### config.mk
export PLATFORM = sky130hd
export DESIGN_NAME = id_ex_stage
export DESIGN_NICKNAME = d
export VERILOG_FILES = /design/src/rtl/mips_pkg.sv /design/src/rtl/ex_fwd_unit.sv /design/src/rtl/id_ex_stage.sv
export SDC_FILE = /design/constraint.sdc
export NUM_CORES = 1
export LEC_CHECK = 0
export CORE_MARGIN = 10
export CORE_UTILIZATION = 45
export CTS_CLUSTER_DIAMETER = 40
export DETAILED_ROUTE_END_ITERATION = 8
export GPL_TIMING_DRIVEN = 0
export PLACE_DENSITY = 0.87
export SLEW_MARGIN = 20
export SYNTH_ARGS = -nofsm -noshare
export SYNTH_HDL_FRONTEND = slang
export SYNTH_SLANG_ARGS = --single-unit
### constraint.sdc
create_clock -name clk -period 6.6 [get_ports clk]
set_clock_uncertainty 0.05 [all_clocks]
set_input_delay 1.32 -clock clk [delete_from_list [all_inputs] [get_ports clk]]
set_output_delay 1.32 -clock clk [all_outputs]
set_load 0.02 [all_outputs]
### src/rtl/mips_pkg.sv
// Shared definitions for the MIPS core: ALU opcodes, forward selects, widths
// and the ID/EX pipeline record.
package mips_pkg;

    localparam int XLEN = 32;
    localparam int RIDX = 5;

    typedef enum logic [2:0] {
        ALU_AND = 3'd0,
        ALU_OR  = 3'd1,
        ALU_ADD = 3'd2,
        ALU_SUB = 3'd3,
        ALU_SLL = 3'd4,
        ALU_SRL = 3'd5,
        ALU_SLT = 3'd6,
        ALU_LUI = 3'd7
    } alu_op_t;

    typedef enum logic [1:0] {
        FWD_RF = 2'd0,
        FWD_W  = 2'd1,
        FWD_M  = 2'd2
    } fwd_sel_t;

    // An all-zero record is a NOP: no writes, ALU op AND.
    typedef struct packed {
        logic [XLEN-1:0] rd1;
        logic [XLEN-1:0] rd2;
        logic [XLEN-1:0] sign_imm;
        logic [RIDX-1:0] shamt;
        logic [RIDX-1:0] rs;
        logic [RIDX-1:0] rt;
        logic [RIDX-1:0] rd;
        alu_op_t         alu_ctrl;
        logic            alu_src;
        logic            shift_imm;
        logic            reg_dst;
        logic            reg_write;
        logic            mem_write;
        logic            mem_to_reg;
    } id_ex_t;

endpackage

### src/rtl/ex_fwd_unit.sv
// One operand's RAW-hazard resolution: picks MEM, then WB, then the register
// file value, never forwarding writes to $0.
module ex_fwd_unit
    import mips_pkg::*;
(
    input  logic [RIDX-1:0] src,
    input  logic            RegWriteM,
    input  logic            RegWriteW,
    input  logic [RIDX-1:0] WriteRegM,
    input  logic [RIDX-1:0] WriteRegW,
    input  logic [XLEN-1:0] rd,
    input  logic [XLEN-1:0] ALUOutM,
    input  logic [XLEN-1:0] ResultW,
    output logic [1:0]      sel,
    output logic [XLEN-1:0] value
);

    fwd_sel_t fsel;

    always_comb begin
        fsel = FWD_RF;
        if (RegWriteM && (WriteRegM != '0) && (WriteRegM == src))
            fsel = FWD_M;
        else if (RegWriteW && (WriteRegW != '0) && (WriteRegW == src))
            fsel = FWD_W;
    end

    always_comb begin
        case (fsel)
            FWD_M:   value = ALUOutM;
            FWD_W:   value = ResultW;
            default: value = rd;
        endcase
    end

    assign sel = fsel;

endmodule

### src/rtl/id_ex_stage.sv
// ID/EX pipeline register with same-cycle operand forwarding feeding the ALU
// and the store-data / destination-register paths into EX/MEM.
module id_ex_stage
    import mips_pkg::*;
(
    input  logic            clk,
    input  logic            reset,
    input  logic            StallE,
    input  logic            FlushE,
    input  logic [XLEN-1:0] RD1D,
    input  logic [XLEN-1:0] RD2D,
    input  logic [XLEN-1:0] SignImmD,
    input  logic [RIDX-1:0] ShamtD,
    input  logic [RIDX-1:0] RsD,
    input  logic [RIDX-1:0] RtD,
    input  logic [RIDX-1:0] RdD,
    input  logic [2:0]      ALUControlD,
    input  logic            ALUSrcD,
    input  logic            ShiftImmD,
    input  logic            RegDstD,
    input  logic            RegWriteD,
    input  logic            MemWriteD,
    input  logic            MemtoRegD,
    input  logic [XLEN-1:0] ALUOutM,
    input  logic [XLEN-1:0] ResultW,
    input  logic [RIDX-1:0] WriteRegM,
    input  logic [RIDX-1:0] WriteRegW,
    input  logic            RegWriteM,
    input  logic            RegWriteW,
    output logic [XLEN-1:0] SrcAE,
    output logic [XLEN-1:0] SrcBE,
    output logic [2:0]      ALUControlE,
    output logic [XLEN-1:0] WriteDataE,
    output logic [RIDX-1:0] WriteRegE,
    output logic            RegWriteE,
    output logic            MemWriteE,
    output logic            MemtoRegE,
    output logic [RIDX-1:0] RsE,
    output logic [RIDX-1:0] RtE,
    output logic [1:0]      ForwardAE,
    output logic [1:0]      ForwardBE
);

    id_ex_t d;
    id_ex_t e;
    logic [XLEN-1:0] fwd_a;
    logic [XLEN-1:0] fwd_b;

    always_comb begin
        d            = '0;
        d.rd1        = RD1D;
        d.rd2        = RD2D;
        d.sign_imm   = SignImmD;
        d.shamt      = ShamtD;
        d.rs         = RsD;
        d.rt         = RtD;
        d.rd         = RdD;
        d.alu_ctrl   = alu_op_t'(ALUControlD);
        d.alu_src    = ALUSrcD;
        d.shift_imm  = ShiftImmD;
        d.reg_dst    = RegDstD;
        d.reg_write  = RegWriteD;
        d.mem_write  = MemWriteD;
        d.mem_to_reg = MemtoRegD;
    end

    // D -> E boundary: flush beats stall, reset beats both.
    always_ff @(posedge clk) begin
        if (reset || FlushE)
            e <= '0;
        else if (!StallE)
            e <= d;
    end

    ex_fwd_unit u_fwd_a (
        .src       (e.rs),
        .RegWriteM (RegWriteM),
        .RegWriteW (RegWriteW),
        .WriteRegM (WriteRegM),
        .WriteRegW (WriteRegW),
        .rd        (e.rd1),
        .ALUOutM   (ALUOutM),
        .ResultW   (ResultW),
        .sel       (ForwardAE),
        .value     (fwd_a)
    );

    ex_fwd_unit u_fwd_b (
        .src       (e.rt),
        .RegWriteM (RegWriteM),
        .RegWriteW (RegWriteW),
        .WriteRegM (WriteRegM),
        .WriteRegW (WriteRegW),
        .rd        (e.rd2),
        .ALUOutM   (ALUOutM),
        .ResultW   (ResultW),
        .sel       (ForwardBE),
        .value     (fwd_b)
    );

    // Immediate shifts take shamt zero-extended, so shift bit 5 stays clear.
    assign SrcAE       = e.shift_imm ? {{(XLEN-RIDX){1'b0}}, e.shamt} : fwd_a;
    assign SrcBE       = e.alu_src ? e.sign_imm : fwd_b;
    assign WriteDataE  = fwd_b;
    assign WriteRegE   = e.reg_dst ? e.rd : e.rt;
    assign ALUControlE = e.alu_ctrl;
    assign RegWriteE   = e.reg_write;
    assign MemWriteE   = e.mem_write;
    assign MemtoRegE   = e.mem_to_reg;
    assign RsE         = e.rs;
    assign RtE         = e.rt;

endmodule

; ---- Word level (Yosys, flattened, before mapping)
; Index checks and enable logic that the tools add are counted.
[totals]
output_inout_bits = 121
elab_cells = 40
ff_bits = 125
[classes]
eq_ne = 8
n_reduce_logical = 9
n_mux = 9
[op_table]
columns = operator, count
row1 = one-hot mux 32 bit (2 select lines), 2
row2 = two-way mux 32 bit, 2
row3 = equality test 5 bit, 4
row4 = nonzero test 5 bit, 2
row5 = logical AND 1 bit, 6
row6 = two-way mux 5 bit, 1
row7 = equality test 2 x 1 -> 1 bit (second input constant), 2
row8 = equality test 2 bit (second input constant), 2
row9 = two-way mux 2 bit, 2
row10 = two-way mux 1 bit, 2
row11 = logical OR 1 bit, 1

; ---- Depth between registers and ports, before layout
; Gate-level depths: netlist (run 1).
[logic_depth]
ltp_word = 8
depth_mapped = 7

; ---- Hierarchy
; From an unflattened synthesis (run 1), not the netlist that was laid out.
[unflattened]
hier_cells = 868
hier_area_um2 = 7589.8
[by_module_without_submodules]
columns = module, cells_per_inst, instances, seq_area_each_um2, area_each_um2
row1 = id_ex_stage, 494, 1, 2502.4, 5220.0
row2 = ex_fwd_unit, 187, 2, 0.0, 1184.9

; ---- Worst setup path before layout (run 1)
; OpenSTA, ideal clock, no wires.
[synth_timing]
path_kind = input -> output
from = input port WriteRegW[0]
to = output port SrcBE[0]
n_path_buf = 2
arrival_ns = 3.228
cell_stages = 7
slack_ns = 2.002
path_cell_list = or4_1 -> o21a_2 -> and4_1 -> buf_6 -> buf_6 -> mux2i_1 -> a221oi_1
[synth_between]
elab_chain_len = 8
word_cells_on_any_way = 10
[synth_rtl]
columns = item, line
row1 = start: declaration, id_ex_stage.sv:27  ; input logic [RIDX-1:0] WriteRegW,
row2 = nonzero test 5 bit, ex_fwd_unit.sv:24  ; else if (RegWriteW && (WriteRegW != '0) && (WriteRegW == src))
row3 = logical AND 1 bit, ex_fwd_unit.sv:24
row4 = logical AND 1 bit (*), ex_fwd_unit.sv:24
row5 = two-way mux 1 bit (*), ex_fwd_unit.sv:24
row6 = two-way mux 2 bit (*), ex_fwd_unit.sv:22  ; if (RegWriteM && (WriteRegM != '0) && (WriteRegM == src))
row7 = equality test 2 x 1 -> 1 bit or equality test 2 bit (tied branches), ex_fwd_unit.sv:29  ; case (fsel)
row8 = one-hot mux 32 bit (2 select lines) (*), ex_fwd_unit.sv:29
row9 = two-way mux 32 bit (*), id_ex_stage.sv:103  ; assign SrcBE = e.alu_src ? e.sign_imm : fwd_b;
row10 = end: declaration, id_ex_stage.sv:31  ; output logic [XLEN-1:0] SrcBE,
; Mark *: on every way between the ends. The rest lies on a longest branch, timed or not.

; ---- Final worst setup path (run 1)
[layout_timing]
from = input port WriteRegM[0]
to = output port WriteDataE[7]
[layout_between]
elab_chain_len = 6
word_cells_on_any_way = 8
[layout_rtl]
columns = item, line
row1 = start: declaration, id_ex_stage.sv:26  ; input logic [RIDX-1:0] WriteRegM,
row2 = nonzero test 5 bit, ex_fwd_unit.sv:22
row3 = logical AND 1 bit, ex_fwd_unit.sv:22
row4 = logical AND 1 bit (*), ex_fwd_unit.sv:22
row5 = two-way mux 2 bit (*), ex_fwd_unit.sv:22
row6 = equality test 2 x 1 -> 1 bit or equality test 2 bit (tied branches), ex_fwd_unit.sv:29
row7 = one-hot mux 32 bit (2 select lines) (*), ex_fwd_unit.sv:29
row8 = end: declaration, id_ex_stage.sv:33  ; output logic [XLEN-1:0] WriteDataE,
; Marks and branches as above.

==> results of run 1 <==
## registers in the layout (all words and copies together), names as in the netlist
register,count
e,109
RsE,5
RtE,5
ALUControlE,3
MemWriteE,1
MemtoRegE,1
RegWriteE,1
## cells by family after synthesis
family / count (synthesis) / synth area share
xor gates and xnor gates: 20 / 0.0253
and+or+nand+nor: 243 / 0.144
buffers and inverters: 120 / 0.0827
muxes: 189 / 0.275
AOI/OAI and AO/OA: 108 / 0.111
DFF: 125 / 0.362
## per-stage QoR
stage,cell area (um2),utilization,hold slack [ns],setup slack [ns]
2_1_floorplan,6910,-,0.408,2.00
3_3_place_gp,10400,0.686,0.424,0.900
3_5_place_dp,10400,0.686,0.432,0.925
4_1_cts,11100,0.730,0.447,0.911
5_1_grt,11100,0.731,0.469,0.731
6_report,11100,0.731,0.444,0.872
## worst max-delay path: cells and delay by family
| kind | cells | cell delay [ns] |
|---|---|---|
| AND/OR/NAND/NOR | 2 | 0.71 |
| buffers and inverters | 4 | 1.87 |
| AO/OA/AOI/OAI | 2 | 0.45 |
## routing by layer
layer,share of wire,vias to the layer above
li1,-,3472
met1,0.37,3569
met3,0.10,69
met4,0.031,0
met5,0,-
met2,0.49,446
## final cells by class
type | instances | share of cell area
multi-input combinational | 560 | 0.347
timing repair buffer | 324 | 0.293
sequential | 125 | 0.226
clock buffer | 21 | 0.0434
buffer | 81 | 0.0384
tap | 188 | 0.0213
clock inverter | 10 | 0.0167
inverter | 39 | 0.0132
antenna | 4 | 0.000904
## how the worst max path moves through the flow
stage / startpoint / to / slack [ns]
global route: WriteRegM[0] / WriteDataE[24] / 0.73
finish: WriteRegM[0] / WriteDataE[7] / 0.87
CTS: WriteRegM[0] / WriteDataE[7] / 0.91
global placement: WriteRegM[0] / WriteDataE[7] / 0.90
floorplan: WriteRegW[0] / SrcBE[0] / 2.00
detailed placement: WriteRegM[0] / WriteDataE[7] / 0.92
## power groups by stage
stage	registers [mW]	clock network, mW	logic (mW)
final	0.797	1.06	0.473
after global routing	0.799	1.09	0.498
after CTS	0.796	1.06	0.470
after detailed placement	0.812	0	0.465
after global placement	0.811	0	0.460
after floorplan	0.807	0	0.204
## layout by cell type (no fill, tap or decap), types with 9 or more instances in the layout
cell type	n
sky130_fd_sc_hd__clkbuf_16	17
sky130_fd_sc_hd__a21oi_1	32
sky130_fd_sc_hd__buf_2	16
sky130_fd_sc_hd__nor2_1	191
sky130_fd_sc_hd__nor3_1	34
sky130_fd_sc_hd__a211oi_1	32
sky130_fd_sc_hd__clkbuf_1	33
sky130_fd_sc_hd__buf_1	11
sky130_fd_sc_hd__mux2i_1	184
sky130_fd_sc_hd__inv_1	39
sky130_fd_sc_hd__xor2_1	11
sky130_fd_sc_hd__dfxtp_1	125
sky130_fd_sc_hd__clkdlybuf4s50_1	324
sky130_fd_sc_hd__a221oi_1	32
sky130_fd_sc_hd__xnor2_1	9
sky130_fd_sc_hd__buf_4	15
==> impl_metrics.json, run 1 <==
{
  "clock_power_share": 0.455,
  "maxSlewHeadroom": 0.344,
  "crit_path_cell_trace": "clkdlybuf4s50_1, or4_1, o211a_1, nand3_2, buf_2, clkbuf_1, a21oi_1, clkdlybuf4s50_1",
  "initial_utilization": 0.456,
  "post-route-period-util": 0.868,
  "placement_rows": 45,
  "drt-vias-per-instance": 5.59,
  "syn_area_per_cell_um2": 8.59,
  "ff2ff_path_depth": 4,
  "worst_ir_drop_vdd_mv": 0.201,
  "gp_congestion": 0.930,
  "netlist.area_leader.share": 0.362,
  "post-route-drc-count": 0,
  "max_stage_delay_ns": 0.60,
  "synthArstFlopShare": 0,
  "critical_path_peak_fanout": 10,
  "core_area_um2": 15100,
  "outcome": "finished clean",
  "finalHoldViolCount": 0,
  "timing.final.max_slew_violations": 0,
  "grt_start_max_net_pins": 17,
  "netlist_area_um2": 6910,
  "io_buffer_count": 324,
  "wl_per_cell_um": 23.1,
  "layout-drive-gt1-share": 0.0672,
  "antenna_violation_net_count_after_detailed_routing": 0,
  "tritoncts_clock_tree": "done",
  "met1_usage": 0.331,
  "critPathRequiredTime_ns": 5.23,
  "first_iter_violations": 705,
  "ys_seq_elements": 125,
  "cts.repair.resized": 0,
  "synth.net_count": 1010,
  "number_of_synthesis_warnings": 0,
  "clock_latency_on_the_worst_skew_pair_ns": 0.42,
  "seq_area_frac_synth": 0.362,
  "finalSetupViolations": 0,
  "p_seq_frac": 0.342,
  "grt_first_pass_wirelength_um": 45500,
  "max_cap_violations": 0,
  "p_comb_frac": 0.203,
  "post-synth-top-count-cell": "sky130_fd_sc_hd__nor2_1",
  "type_of_the_worst_setup_path": "in -> out",
  "p_leak_nw": 4.36,
  "worst-r2r-setup-slack_ns": 4.80,
  "power-per-cell-area_nw_per_um2": 211,
  "routed-via-count": 7556,
  "worst_hold_path.endpoint": "e[72]",
  "global_route.overflow_total": 0,
  "rsz0062_at_grt": "no",
  "min_delay_path_depth": 2,
  "final_period_minus_worst_setup_slack_ns": 5.73,
  "cts_buffers": 17,
  "area_occupied_by_multi_input_gates_um2": 3840,
  "net-switching-power_mw": 0.591,
  "hold_class": "reg -> reg",
  "grt-busiest-layer": "met2",
  "yosys.area.top_type": "sky130_fd_sc_hd__dfxtp_1",
  "groute.layer.met2.usage": 0.493,
  "clock-sinks": 125,
  "max_clock_freq_ghz": 0.175,
  "worstSetupStartpointType": "input port",
  "end_kind": "primary output",
  "drtPass1Iterations": 5,
  "cellInternalPower_mw": 1.74,
  "cts-hold-fix-buffers": 0,
  "syn_inst": 805,
  "io_pins": 326,
  "synth_flop_cell": "sky130_fd_sc_hd__dfxtp_1",
  "grt_util_met3": 0.0865,
  "ys_top_cells_by_count": "sky130_fd_sc_hd__nor2_1, sky130_fd_sc_hd__mux2i_1, sky130_fd_sc_hd__dfxtp_1",
  "seqCellArea_um2": 2500,
  "synth.area.top_cells": "sky130_fd_sc_hd__dfxtp_1, sky130_fd_sc_hd__mux2i_1, sky130_fd_sc_hd__nor2_1, sky130_fd_sc_hd__a221oi_1, sky130_fd_sc_hd__a211oi_1",
  "nNetsFinal": 1353,
  "die_area_um2": 20700,
  "max-clock-path-buffers": 2,
  "dpl.cell_count": 1317,
  "r2r_start": "e[5]",
  "dieHeight_um": 144,
  "tightestPinTransition_ns": 0.985,
  "fillers": 1153,
  "floorplan.die.width_um": 144,
  "synth.distinct_cells": 31,
  "post_layout_nonfiller_instances": 1352,
  "timing.critical_path.arrival_ns": 4.36,
  "dp.final_hpwl_um": 23500,
  "root_buffer": "sky130_fd_sc_hd__clkbuf_16",
  "worstHoldStart": "e[72]",
  "timing.setup.tns_ns": 0,
  "grt_usage": 0.290,
  "first_global_vias": 7597,
  "layout-area-overhead-vs-synth_pct": 60.1,
  "switching_share": 0.253,
  "worst_path_most_repeated_cell": "sky130_fd_sc_hd__clkdlybuf4s50_1",
  "antenna_found_initial": 4,
  "clk_pin_slew_worst_paths_ns": 0.05,
  "rr_endpoint": "e[5]",
  "critPathSlowestCell": "sky130_fd_sc_hd__clkdlybuf4s50_1",
  "cts-htree-levels": 4,
  "cts_setup_buffers": 0,
  "total_power_mw": 2.33,
  "synth_edf_count": 0,
  "route.final.wire_length_um": 31200
}
Note: power is estimated with default switching activity, not from simulation.
==> run 2, diff against run 1 <==
--- a/config.mk
+++ b/config.mk
@@ -5,13 +5,14 @@
 export SDC_FILE = /design/constraint.sdc
 export NUM_CORES = 1
 export LEC_CHECK = 0
+export ABC_CLOCK_PERIOD_IN_PS = 6600
 export CORE_MARGIN = 10
 export CORE_UTILIZATION = 45
 export CTS_CLUSTER_DIAMETER = 40
 export DETAILED_ROUTE_END_ITERATION = 8
 export GPL_TIMING_DRIVEN = 0
 export PLACE_DENSITY = 0.87
-export SLEW_MARGIN = 20
+export SLEW_MARGIN = 10
 export SYNTH_ARGS = -nofsm -noshare
 export SYNTH_HDL_FRONTEND = slang
 export SYNTH_SLANG_ARGS = --single-unit
==> results of run 2 <==
The final DEF is identical to that of run 1; final timing and power are the same.
